==> config.mk <==
export PLATFORM = sky130hd
export DESIGN_NAME = ram_port_arbiter_flat
export DESIGN_NICKNAME = d
export VERILOG_FILES = /design/src/rtl/ram_arb_pkg.sv /design/src/rtl/ram_arb_if.sv /design/src/rtl/ram_arb_tag_fifo.sv /design/src/rtl/ram_port_arbiter.sv /design/src/flat_wrapper.sv
export SDC_FILE = /design/constraint.sdc
export NUM_CORES = 1
export LEC_CHECK = 0
export CAP_MARGIN = 15
export CORE_AREA = 8 8 117 119
export CTS_CLUSTER_DIAMETER = 50
export CTS_CLUSTER_SIZE = 40
export DETAILED_ROUTE_END_ITERATION = 6
export DIE_AREA = 0 0 125 127
export PLACE_DENSITY_LB_ADDON = 0.2
export SKIP_CTS_REPAIR_TIMING = 1
export SLEW_MARGIN = 20
export SYNTH_ARGS = -nofsm -noshare
export SYNTH_HDL_FRONTEND = slang
export SYNTH_SLANG_ARGS = --single-unit
==> constraint.sdc <==
create_clock -name clk_i -period 2.8 [get_ports clk_i]
set_clock_uncertainty 0.2 [all_clocks]
set_input_delay 0.7 -clock clk_i [delete_from_list [all_inputs] [get_ports clk_i]]
set_output_delay 0.7 -clock clk_i [all_outputs]
set_load 0.01 [all_outputs]
==> src/rtl/ram_arb_pkg.sv <==
// Shared types and host-selection helpers for the RAM port arbiter.
// rr_pick and fixed_pick both take the request vector zero-padded to MaxHostsLimit bits.
package ram_arb_pkg;

  localparam int MaxHostsLimit = 8;

  typedef logic [$clog2(MaxHostsLimit)-1:0] host_idx_t;

  // The search starts just after last and wraps at MaxHostsLimit. Padded request bits are zero,
  // so the effective wrap point is the real host count. last itself gets the lowest priority.
  function automatic host_idx_t rr_pick(input logic [MaxHostsLimit-1:0] req,
                                        input host_idx_t                last);
    host_idx_t idx;
    rr_pick = last;
    for (int i = MaxHostsLimit; i >= 1; i--) begin
      idx = last + host_idx_t'(i);
      if (req[idx]) rr_pick = idx;
    end
  endfunction

  function automatic host_idx_t fixed_pick(input logic [MaxHostsLimit-1:0] req);
    fixed_pick = '0;
    for (int i = MaxHostsLimit - 1; i >= 0; i--) begin
      if (req[i]) fixed_pick = host_idx_t'(i);
    end
  endfunction

endpackage

==> src/rtl/ram_arb_if.sv <==
// Host-side and device-side bundle of the RAM port arbiter.
// The slave modport is the arbiter's view. The master modport is the view of the surrounding hosts and device.
interface ram_arb_if #(
  parameter int NrHosts   = 2,
  parameter int DataWidth = 32,
  parameter int AddrWidth = 32
);

  logic [NrHosts-1:0]                  host_req_i;
  logic [NrHosts-1:0]                  host_gnt_o;
  logic [NrHosts-1:0][AddrWidth-1:0]   host_addr_i;
  logic [NrHosts-1:0]                  host_we_i;
  logic [NrHosts-1:0][DataWidth/8-1:0] host_be_i;
  logic [NrHosts-1:0][DataWidth-1:0]   host_wdata_i;
  logic [NrHosts-1:0]                  host_rvalid_o;
  logic [NrHosts-1:0][DataWidth-1:0]   host_rdata_o;
  logic [NrHosts-1:0]                  host_err_o;

  logic                   dev_req_o;
  logic [AddrWidth-1:0]   dev_addr_o;
  logic                   dev_we_o;
  logic [DataWidth/8-1:0] dev_be_o;
  logic [DataWidth-1:0]   dev_wdata_o;
  logic                   dev_rvalid_i;
  logic [DataWidth-1:0]   dev_rdata_i;
  logic                   dev_err_i;
  logic                   spurious_o;

  modport slave (
    input  host_req_i, host_addr_i, host_we_i, host_be_i, host_wdata_i,
    output host_gnt_o, host_rvalid_o, host_rdata_o, host_err_o,
    output dev_req_o, dev_addr_o, dev_we_o, dev_be_o, dev_wdata_o,
    input  dev_rvalid_i, dev_rdata_i, dev_err_i,
    output spurious_o
  );

  modport master (
    output host_req_i, host_addr_i, host_we_i, host_be_i, host_wdata_i,
    input  host_gnt_o, host_rvalid_o, host_rdata_o, host_err_o,
    input  dev_req_o, dev_addr_o, dev_we_o, dev_be_o, dev_wdata_o,
    output dev_rvalid_i, dev_rdata_i, dev_err_i,
    input  spurious_o
  );

endinterface

==> src/rtl/ram_arb_tag_fifo.sv <==
// In-order FIFO of granted host indices, used to route each device response back to its host.
// A push and a pop in the same cycle are both accepted, even when the FIFO is full.
module ram_arb_tag_fifo
  import ram_arb_pkg::*;
#(
  parameter int Depth = 2
) (
  input  logic      clk_i,
  input  logic      rst_i,
  input  logic      push,
  input  logic      pop,
  input  host_idx_t wdata,
  output host_idx_t rdata,
  output logic      full,
  output logic      empty
);

  localparam int PtrW = (Depth > 1) ? $clog2(Depth) : 1;
  localparam int CntW = $clog2(Depth + 1);

  host_idx_t       mem [Depth];
  logic [PtrW-1:0] wr_ptr;
  logic [PtrW-1:0] rd_ptr;
  logic [CntW-1:0] count;
  logic            do_push;
  logic            do_pop;

  assign full    = (count == CntW'(Depth));
  assign empty   = (count == '0);
  assign do_pop  = pop && !empty;
  assign do_push = push && (!full || do_pop);
  assign rdata   = mem[rd_ptr];

  always_ff @(posedge clk_i) begin
    if (do_push) mem[wr_ptr] <= wdata;
  end

  // Pointers wrap at Depth, so depths that are not a power of two also work.
  always_ff @(posedge clk_i) begin
    if (rst_i) begin
      wr_ptr <= '0;
      rd_ptr <= '0;
      count  <= '0;
    end else begin
      if (do_push) wr_ptr <= (wr_ptr == PtrW'(Depth - 1)) ? '0 : wr_ptr + 1'b1;
      if (do_pop)  rd_ptr <= (rd_ptr == PtrW'(Depth - 1)) ? '0 : rd_ptr + 1'b1;
      if (do_push && !do_pop)      count <= count + 1'b1;
      else if (do_pop && !do_push) count <= count - 1'b1;
    end
  end

endmodule

==> src/rtl/ram_port_arbiter.sv <==
// Shares one req/gnt/rvalid device port between NrHosts hosts. Each response is routed back through an in-order tag FIFO.
// Build option: RAM_ARB_ROUND_ROBIN_EN selects round-robin arbitration; without it the lowest requesting index wins.
module ram_port_arbiter
  import ram_arb_pkg::*;
#(
  parameter int NrHosts        = 2,
  parameter int DataWidth      = 32,
  parameter int AddrWidth      = 32,
  parameter int MaxOutstanding = 2
) (
  input logic      clk_i,
  input logic      rst_i,
  ram_arb_if.slave bus
);

  logic [MaxHostsLimit-1:0] req_ext;
  host_idx_t                winner;
  host_idx_t                head;
  logic                     fifo_full;
  logic                     fifo_empty;
  logic                     pop;
  logic                     can_issue;
  logic                     grant;

  always_comb begin
    req_ext = '0;
    req_ext[NrHosts-1:0] = bus.host_req_i;
  end

`ifdef RAM_ARB_ROUND_ROBIN_EN
  host_idx_t last_q;

  assign winner = rr_pick(req_ext, last_q);

  // After reset, last_q points at the highest host, so host 0 wins the first grant.
  always_ff @(posedge clk_i) begin
    if (rst_i)      last_q <= host_idx_t'(NrHosts - 1);
    else if (grant) last_q <= winner;
  end
`else
  assign winner = fixed_pick(req_ext);
`endif

  // A pop in the same cycle frees a FIFO slot, so a grant can issue while the FIFO is full.
  assign pop       = bus.dev_rvalid_i && !fifo_empty && !rst_i;
  assign can_issue = !fifo_full || pop;
  assign grant     = (|bus.host_req_i) && can_issue && !rst_i;

  always_comb begin
    bus.host_gnt_o  = '0;
    bus.dev_req_o   = grant;
    bus.dev_addr_o  = '0;
    bus.dev_we_o    = 1'b0;
    bus.dev_be_o    = '0;
    bus.dev_wdata_o = '0;
    for (int i = 0; i < NrHosts; i++) begin
      if (grant && (winner == host_idx_t'(i))) begin
        bus.host_gnt_o[i] = 1'b1;
        bus.dev_addr_o    = bus.host_addr_i[i];
        bus.dev_we_o      = bus.host_we_i[i];
        bus.dev_be_o      = bus.host_be_i[i];
        bus.dev_wdata_o   = bus.host_wdata_i[i];
      end
    end
  end

  always_comb begin
    bus.host_rvalid_o = '0;
    bus.host_err_o    = '0;
    for (int i = 0; i < NrHosts; i++) begin
      bus.host_rdata_o[i] = bus.dev_rdata_i;
      if (pop && (head == host_idx_t'(i))) begin
        bus.host_rvalid_o[i] = 1'b1;
        bus.host_err_o[i]    = bus.dev_err_i;
      end
    end
  end

  // A response arriving when no tag is outstanding cannot be routed. It is dropped and the flag stays set until reset.
  always_ff @(posedge clk_i) begin
    if (rst_i)                                 bus.spurious_o <= 1'b0;
    else if (bus.dev_rvalid_i && fifo_empty)   bus.spurious_o <= 1'b1;
  end

  ram_arb_tag_fifo #(
    .Depth (MaxOutstanding)
  ) u_tag_fifo (
    .clk_i (clk_i),
    .rst_i (rst_i),
    .push  (grant),
    .pop   (pop),
    .wdata (winner),
    .rdata (head),
    .full  (fifo_full),
    .empty (fifo_empty)
  );

endmodule
==> src/flat_wrapper.sv <==
// flat-port wrapper written by rule: the top's interface ports become plain ports
module ram_port_arbiter_flat import ram_arb_pkg::*;
#(
  parameter int NrHosts        = 2,
  parameter int DataWidth      = 32,
  parameter int AddrWidth      = 32,
  parameter int MaxOutstanding = 2
)
  (clk_i, rst_i, bus_host_req_i, bus_host_addr_i, bus_host_we_i, bus_host_be_i, bus_host_wdata_i, bus_host_gnt_o, bus_host_rvalid_o, bus_host_rdata_o, bus_host_err_o, bus_dev_req_o, bus_dev_addr_o, bus_dev_we_o, bus_dev_be_o, bus_dev_wdata_o, bus_dev_rvalid_i, bus_dev_rdata_i, bus_dev_err_i, bus_spurious_o);
  ram_arb_if #(.NrHosts(NrHosts), .DataWidth(DataWidth), .AddrWidth(AddrWidth)) bus_i ();
  input logic clk_i;
  input logic rst_i;
  input wire logic [$bits(bus_i.host_req_i)-1:0] bus_host_req_i;
  input wire logic [$bits(bus_i.host_addr_i)-1:0] bus_host_addr_i;
  input wire logic [$bits(bus_i.host_we_i)-1:0] bus_host_we_i;
  input wire logic [$bits(bus_i.host_be_i)-1:0] bus_host_be_i;
  input wire logic [$bits(bus_i.host_wdata_i)-1:0] bus_host_wdata_i;
  output wire logic [$bits(bus_i.host_gnt_o)-1:0] bus_host_gnt_o;
  output wire logic [$bits(bus_i.host_rvalid_o)-1:0] bus_host_rvalid_o;
  output wire logic [$bits(bus_i.host_rdata_o)-1:0] bus_host_rdata_o;
  output wire logic [$bits(bus_i.host_err_o)-1:0] bus_host_err_o;
  output wire logic [$bits(bus_i.dev_req_o)-1:0] bus_dev_req_o;
  output wire logic [$bits(bus_i.dev_addr_o)-1:0] bus_dev_addr_o;
  output wire logic [$bits(bus_i.dev_we_o)-1:0] bus_dev_we_o;
  output wire logic [$bits(bus_i.dev_be_o)-1:0] bus_dev_be_o;
  output wire logic [$bits(bus_i.dev_wdata_o)-1:0] bus_dev_wdata_o;
  input wire logic [$bits(bus_i.dev_rvalid_i)-1:0] bus_dev_rvalid_i;
  input wire logic [$bits(bus_i.dev_rdata_i)-1:0] bus_dev_rdata_i;
  input wire logic [$bits(bus_i.dev_err_i)-1:0] bus_dev_err_i;
  output wire logic [$bits(bus_i.spurious_o)-1:0] bus_spurious_o;
  assign bus_i.host_req_i = bus_host_req_i;
  assign bus_i.host_addr_i = bus_host_addr_i;
  assign bus_i.host_we_i = bus_host_we_i;
  assign bus_i.host_be_i = bus_host_be_i;
  assign bus_i.host_wdata_i = bus_host_wdata_i;
  assign bus_host_gnt_o = bus_i.host_gnt_o;
  assign bus_host_rvalid_o = bus_i.host_rvalid_o;
  assign bus_host_rdata_o = bus_i.host_rdata_o;
  assign bus_host_err_o = bus_i.host_err_o;
  assign bus_dev_req_o = bus_i.dev_req_o;
  assign bus_dev_addr_o = bus_i.dev_addr_o;
  assign bus_dev_we_o = bus_i.dev_we_o;
  assign bus_dev_be_o = bus_i.dev_be_o;
  assign bus_dev_wdata_o = bus_i.dev_wdata_o;
  assign bus_i.dev_rvalid_i = bus_dev_rvalid_i;
  assign bus_i.dev_rdata_i = bus_dev_rdata_i;
  assign bus_i.dev_err_i = bus_dev_err_i;
  assign bus_spurious_o = bus_i.spurious_o;
  ram_port_arbiter #(.NrHosts(NrHosts), .DataWidth(DataWidth), .AddrWidth(AddrWidth), .MaxOutstanding(MaxOutstanding)) u_core (.clk_i(clk_i), .rst_i(rst_i), .bus(bus_i));
endmodule
After elaboration in Yosys (flattened, before gate mapping). Memory sizes are Yosys's and may differ from the RTL's. A register that Yosys moved wholly into a read port is not among the register bits. Index checks and enable logic that the tools add are counted.

Memories kept: 1. Bits in writable memories: 2. Output and inout bits: 141. Bits in registers: 5. Input bits: 176.

Equality and inequality tests: 3. Reductions and logical operators: 25. Mux-type cells: 24. Add/subtract/negate cells: 4.

Memories: u_core.u_tag_fifo.mem (depth 2, width 1, rd ports 1, clocked after Yosys merged registers in 1, write ports 1, RTL line ram_arb_tag_fifo.sv:21) `host_idx_t mem [Depth];`.

Operators with widths (count): two-way mux 32 bit (4); two-way mux 1 bit (16); logical AND 1 bit (13); two-way mux 4 bit (2); zero test 3 bit (2); zero test 1 bit (5); two-way mux 2 bit (2); == test 3 x 1 -> 1 bit (second input constant) (1); adder 1 bit (second input constant) (2); adder 2 x 1 -> 2 bit (second input constant) (1); == test 2 bit (second input constant) (1); zero test 2 bit (1); logical OR 1 bit (2); nonzero test 2 bit (1); OR reduction 2 bit (1); subtractor 2 x 1 -> 2 bit (second input constant) (1); == test 1 bit (second input constant) (1).

Logic depth before layout (Yosys ltp). Gate-level depths: netlist of the first run.

Word-level depth: 12. Depth in mapped cells: 10. Depth with buffers taken out: 7.

Modules after synthesis. Synthesis of the first run repeated with hierarchy kept, for this count alone.

Cells, all modules: 374. Area, all modules: 2890.3 um^2.

By module, submodules not included: ram_port_arbiter (instances 1, seq. area each 20.0 um^2, cells each 340, area each 2443.6 um^2); ram_arb_tag_fifo (instances 1, seq. area each 280.3 um^2, cells each 34, area each 446.7 um^2).

Least setup slack after synthesis of the first run. OpenSTA, ideal clock, no wires.

Path kind: input port to output port. Start: input bus_host_req_i[0]. End: output bus_dev_addr_o[19]. Path slack: 267 ps. Required time: 1900 ps. Buffers on the path: 3. Arrival: 1633 ps. Stages on the path: 6. Path through: buf_2 nor2b_1 buf_2 clkbuf_1 a22oi_1 nor2_1.

Cells in the longest elaborated chain, start to end: 6.

RTL lines: start: declaration (RTL line flat_wrapper.sv:13) `input wire logic [$bits(bus_i.host_req_i)-1:0] bus_host_req_i;`; OR reduction 2 bit (RTL line ram_port_arbiter.sv:47) `assign grant = (|bus.host_req_i) && can_issue && !rst_i;`; logical AND 1 bit (2 in a row) (RTL line ram_port_arbiter.sv:47); logical AND 1 bit (RTL line ram_port_arbiter.sv:57) `if (grant && (winner == host_idx_t'(i))) begin`; two-way mux 32 bit (RTL line ram_port_arbiter.sv:57); two-way mux 32 bit (*) (RTL line ram_port_arbiter.sv:57); end: declaration (RTL line flat_wrapper.sv:23) `output wire logic [$bits(bus_i.dev_addr_o)-1:0] bus_dev_addr_o;`.

Every way passes the cells marked *; elsewhere a longest branch is shown, timed or not.

Worst setup path after layout of the first run.
Start: input bus_dev_rvalid_i. End: output bus_dev_wdata_o[1].

Cells in the longest elaborated chain, start to end: 8.

RTL lines: start: declaration (RTL line flat_wrapper.sv:27) `input wire logic [$bits(bus_i.dev_rvalid_i)-1:0] bus_dev_rvalid_i;`; logical AND 1 bit (*) (2 in a row) (RTL line ram_port_arbiter.sv:45) `assign pop = bus.dev_rvalid_i && !fifo_empty && !rst_i;`; logical OR 1 bit (*) (RTL line ram_port_arbiter.sv:46) `assign can_issue = !fifo_full || pop;`; logical AND 1 bit (*) (2 in a row) (RTL line ram_port_arbiter.sv:47); logical AND 1 bit (RTL line ram_port_arbiter.sv:57); two-way mux 32 bit (RTL line ram_port_arbiter.sv:57); two-way mux 32 bit (*) (RTL line ram_port_arbiter.sv:57); end: declaration (RTL line flat_wrapper.sv:26) `output wire logic [$bits(bus_i.dev_wdata_o)-1:0] bus_dev_wdata_o;`.

Marked as above.

==> summary.txt, run 1 <==
Final period utilization: 0.991
Die area: 0.0159 sq mm
Cell at the slowest stage of the critical path: or2_4
CP Buf/Inv Count: 3
CP delay by family, top: simple AND/OR/NAND/NOR gates
Hold slack: 269 ps
Pwr dens: 275 mW/mm^2
Iter 0 DRT Violations: 79
Mean area per synthesized cell: 6.62 sq um
Hold endpoint: u_core.bus.spurious_o
Post-route insts no fill: 593
Synth area leaders: a22oi_1 (29%), buf_4 (27%), nor2_1 (16%)
Final setup violation count: 0
Yosys warns: 0
Clock Sinks: 8
DP Area: 0.00377 sq mm
Mapped Area: 0.00181 sq mm
GPL Wtd Cong: 0.736
Placed wire-length estimate: 8150 um
Worst-path cell chain: dlymetal6s2s_1 > nor3b_4 > or2_4 > buf_6 > nor2_1 > dlymetal6s2s_1
WL final: 12,000 um
CP Capture Type: primary output
Netlist cell types: 23
Placed Instances: 567
Worst Tran Pin Value: 370 ps
VDD IR-drop max: 150 uV
Run status: complete, no violations
R2R depth: 9
Delay of the slowest critical-path stage: 320 ps
Final nets: 624
HP Start: u_core.bus.spurious_o
Global route total overflow: 0
DR vias/cell: 4.37
Hold crit path type: register to register
Final ANT Viol Nets: 0
FF-to-FF End: u_core.u_tag_fifo.count[1]
WL/cell: 20.2 um
Cells after synthesis: 273
Antenna diode count: 0
Die Height: 127 um
Layout cell share with drive strength beyond 1: 0.217
Crit Path Class: input port to primary output
Post-synthesis net count: 450
Slew Limit Fails: 0
H-tree depth: 1
CP max FO: 9
Most common cell type on the critical path: dlymetal6s2s_1
Pleak: 2.28 nW
CP required: 1900 ps
Root Driver: clkbuf_16
Final hold violation count: 0
Hold Crit Depth: 2
Max Cap Violations: 0
Reg clk slew, reported paths: 30 ps
Tmin final: 2780 ps
Largest net degree at the start of global routing: 41
Part of the Yosys area used for sequential elements: 0.0997
Startpoint types: input port
Cts bufs inserted: 3
FF+latch count, synth: 8
Number of global-route vias before repair: 2,739
Yosys top cell area share: 0.287
Core footprint: 0.0118 sq mm
Largest area contributor in the netlist: a22oi_1
Initial antenna violation count: 0
Design Area, Final: 0.00419 sq mm
Max-slew headroom: 0.754
Area grow syn2layout: 132%
Buffers on Ports: 220
Most frequent cells in the layout: clkdlybuf4s50_1 (140), nor2_1 (75), a22oi_1 (63)
Worst EP arrival: 1880 ps
FF-to-FF Start: u_core.u_tag_fifo.count[1]
Initial Utilization: 0.153
First-pass GRT wire length: 14,800 um
Reg2reg setup slack: 470 ps
Detailed-route via count: 2,593
# DRC: 0
Worst skew pair latency: 230 ps
Clk buf depth: 2
Ports: 317
CTS tree: built
Chip width: 125 um
Max Fclk: 360 MHz
Drt first pass iters: 4
Row count: 40
All-Layer GR Usage: 0.113
Final Power: 1.15 mW
Commonest non-fill, non-tap cell in the layout: clkdlybuf4s50_1
Final core occ: 0.355
## worst min-delay path, stage by stage, from the launching register on
cell     delay [ps]
dfxtp_1         320
a21oi_1          40
nor2_1           70
## final cells by class
type | count | area (sq um)
Inverter | 3 | 11.3
Sequential cell | 8 | 180
Tap cell | 147 | 184
Timing Repair Buffer | 258 | 2680
Multi-Input combinational cell | 173 | 1060
Clock buffer | 4 | 78.8
Fill cell | 1273 | 7620
## power by group
part / internal, mW / switching [mW] / total (mW)
Combinational: 0.447 / 0.302 / 0.749
Clock: 0.190 / 0.0582 / 0.248
Sequential: 0.138 / 0.0168 / 0.154
Total: 0.774 / 0.377 / 1.15
## cell usage after synthesis, drive strengths merged
master and number:
xor2 2, clkbuf 10, or3 2, nor3b 2
o21ai 2, or2 2, a21oi 4, buf 80
mux2 1, a22oi 69, mux2i 1, o211ai 1
nor2b 2, nor2 78, nand2b 1, o31ai 1
inv 3, nor3 3, ha 1, edfxtp 2
dfxtp 6
## worst max path at each step
stage	from	to	cells after the start
floorplan	bus_host_req_i[0]	bus_dev_addr_o[19]	6
global placement	rst_i	bus_dev_addr_o[12]	5
detailed placement	rst_i	bus_dev_addr_o[12]	5
CTS	rst_i	bus_dev_addr_o[12]	5
global route	bus_dev_rvalid_i	bus_dev_wdata_o[1]	6
finish	bus_dev_rvalid_i	bus_dev_wdata_o[1]	6
## logic make-up (layout without fill, tap and decap cells)
kind of cell	Yosys count	count (layout)	synth area share
AO/OA/AOI/OAI	77	77	0.314
XOR/XNOR	2	2	0.00970
adder cells (fa/ha/maj)	1	1	0.00692
buffers and inverters	93	265	0.355
flip-flops	8	8	0.0997
multiplexers	2	2	0.0118
AND/OR/NAND/NOR	90	91	0.203
## metal layers
layer	wire length [um]	part of all wire	vias to the layer above	track usage
met4	91	0.0076	0	0.0222
li1	-	-	1242	-
met2	6490	0.54	137	0.225
met1	4450	0.37	1192	0.108
met3	931	0.078	22	0.0437
met5	0	0	-	0
## per-stage QoR
stage,TNS (ps),worst slack [ps]
6_report,0,24.1
5_1_grt,-97.4,-18.2
4_1_cts,-43790,-680
3_5_place_dp,-43530,-661
3_3_place_gp,-43940,-680
2_1_floorplan,0,267
(Power assumes the default switching activity.)
==> inputs of run 2 (changes only) <==
--- a/config.mk
+++ b/config.mk
@@ -11,7 +11,6 @@
 export CTS_CLUSTER_SIZE = 40
 export DETAILED_ROUTE_END_ITERATION = 6
 export DIE_AREA = 0 0 125 127
-export PLACE_DENSITY_LB_ADDON = 0.2
 export SKIP_CTS_REPAIR_TIMING = 1
 export SLEW_MARGIN = 20
 export SYNTH_ARGS = -nofsm -noshare
==> summary.txt, run 2 (synthesized netlist as in run 1, its figures left out) <==
Run status: complete, no violations
Detailed-route via count: 2,586
Core footprint: 0.0118 sq mm
Worst EP arrival: 1830 ps
Commonest non-fill, non-tap cell in the layout: clkdlybuf4s50_1
Cell at the slowest stage of the critical path: or2_4
CP max FO: 11
Placed wire-length estimate: 8140 um
CP Buf/Inv Count: 4
Final nets: 614
VDD IR-drop max: 173 uV
Worst Tran Pin Value: 328 ps
Global route total overflow: 0
First-pass GRT wire length: 14,700 um
CTS tree: built
Final hold violation count: 0
Delay of the slowest critical-path stage: 310 ps
Post-route insts no fill: 583
Setup TNS: 0 ps
Register area: 180 sq um
Max Cap Violations: 0
Row count: 40
Startpoint types: input port
Max Fclk: 366 MHz
Initial antenna violation count: 0
Layout cell share with drive strength beyond 1: 0.209
Hold crit path type: register to register
Largest net degree at the start of global routing: 72
All-Layer GR Usage: 0.113
Pleak: 2.11 nW
Final setup violation count: 0
Drt first pass iters: 4
Crit Path Class: input port to primary output
Clock Sinks: 8
Reg clk slew, reported paths: 30 ps
Placed Instances: 561
Slew Limit Fails: 0
Area grow syn2layout: 122%
Fill cells: 1,251
Cts bufs inserted: 3
Root Driver: clkbuf_16
Final period utilization: 0.976
WL/cell: 20.3 um
Max-slew headroom: 0.781
Die area: 0.0159 sq mm
Place WS: -576 ps
Worst skew pair latency: 240 ps
Iter 0 DRT Violations: 139
Ports: 317
Worst-path cell chain: dlymetal6s2s_1 > nor3b_2 > or2_4 > buf_4 > buf_6 > nor2_1 > dlymetal6s2s_1
H-tree depth: 1
CP Capture Type: primary output
WL final: 11,800 um
Most common cell type on the critical path: dlymetal6s2s_1
Clk buf depth: 2
Chip width: 125 um
GPL Wtd Cong: 0.811
CP required: 1900 ps
Number of global-route vias before repair: 2,622
Initial Utilization: 0.153
# DRC: 0
CP delay by family, top: buffers and inverters
Buffers on Ports: 220
Die Height: 127 um
DR vias/cell: 4.44
Antenna diode count: 0
Multi-input gate area: 0.00103 sq mm
Most frequent cells in the layout: clkdlybuf4s50_1 (140), nor2_1 (74), a22oi_1 (67)
Worst setup margin: 67.3 ps
Pwr dens: 280 mW/mm^2
Tmin final: 2730 ps
Final ANT Viol Nets: 0
[run 2: cell count changes in the layout (fill, tap and decap cells not counted), moves of 3 or more]
cell            delta
dlymetal6s2s_1     -6
buf_6              -3
buf_12             -3
clkbuf_2           +5
buf_4              -3
a22oi_2            -4
a22oi_1            +4
[run 2: path summary, 6_finish.rpt]
path | from | to | slack (ps) | cells after the start
max reg2reg | u_core.u_tag_fifo.count[1] | u_core.u_tag_fifo.count[1] | 370 | 9
max | bus_dev_rvalid_i | bus_dev_addr_o[15] | 70 | 7
min reg2reg | u_core.bus.spurious_o | u_core.bus.spurious_o | 280 | 2
min | u_core.bus.spurious_o | u_core.bus.spurious_o | 280 | 2
[run 2: power by group]
part | internal [mW] | total [mW] | switching, mW | leakage (nW)
registers | 0.138 | 0.153 | 0.0156 | 0.0685
logic | 0.418 | 0.713 | 0.295 | 2.01
clock network | 0.190 | 0.255 | 0.0641 | 0.0382
total | 0.746 | 1.12 | 0.374 | 2.11
[run 2: cell type report]
cell class,instances,area share
Timing Repair Buffer,249,0.628
Multi-Input combinational cell,172,0.258
Tap cell,147,0.0459
Sequential cell,8,0.0450
Clock buffer,4,0.0197
Inverter,3,0.00281
[run 2: worst min-delay path, delay by kind of cell (launching register included)]
| family | cells | cell delay (ps) |
|---|---|---|
| AOI/OAI and AO/OA | 1 | 50 |
| and+or+nand+nor | 1 | 70 |
| DFF | 1 | 320 |
[run 2: metal layers]
| layer | wire length (um) | GRT usage |
|---|---|---|
| met5 | 0 | 0 |
| met2 | 6470 | 0.223 |
| met1 | 4190 | 0.109 |
| met3 | 921 | 0.0358 |
| met4 | 249 | 0.0351 |
[run 2: metrics by stage]
stage           util  instance area [sq um]  hold slack (ps)  total power, mW
2_1_floorplan      -                   1810              261            0.496
3_3_place_gp   0.313                   3700              262            0.810
3_5_place_dp   0.313                   3700              285            0.823
4_1_cts        0.320                   3780              297             1.08
5_1_grt        0.339                   4000              308             1.18
6_report       0.339                   4000              284             1.12
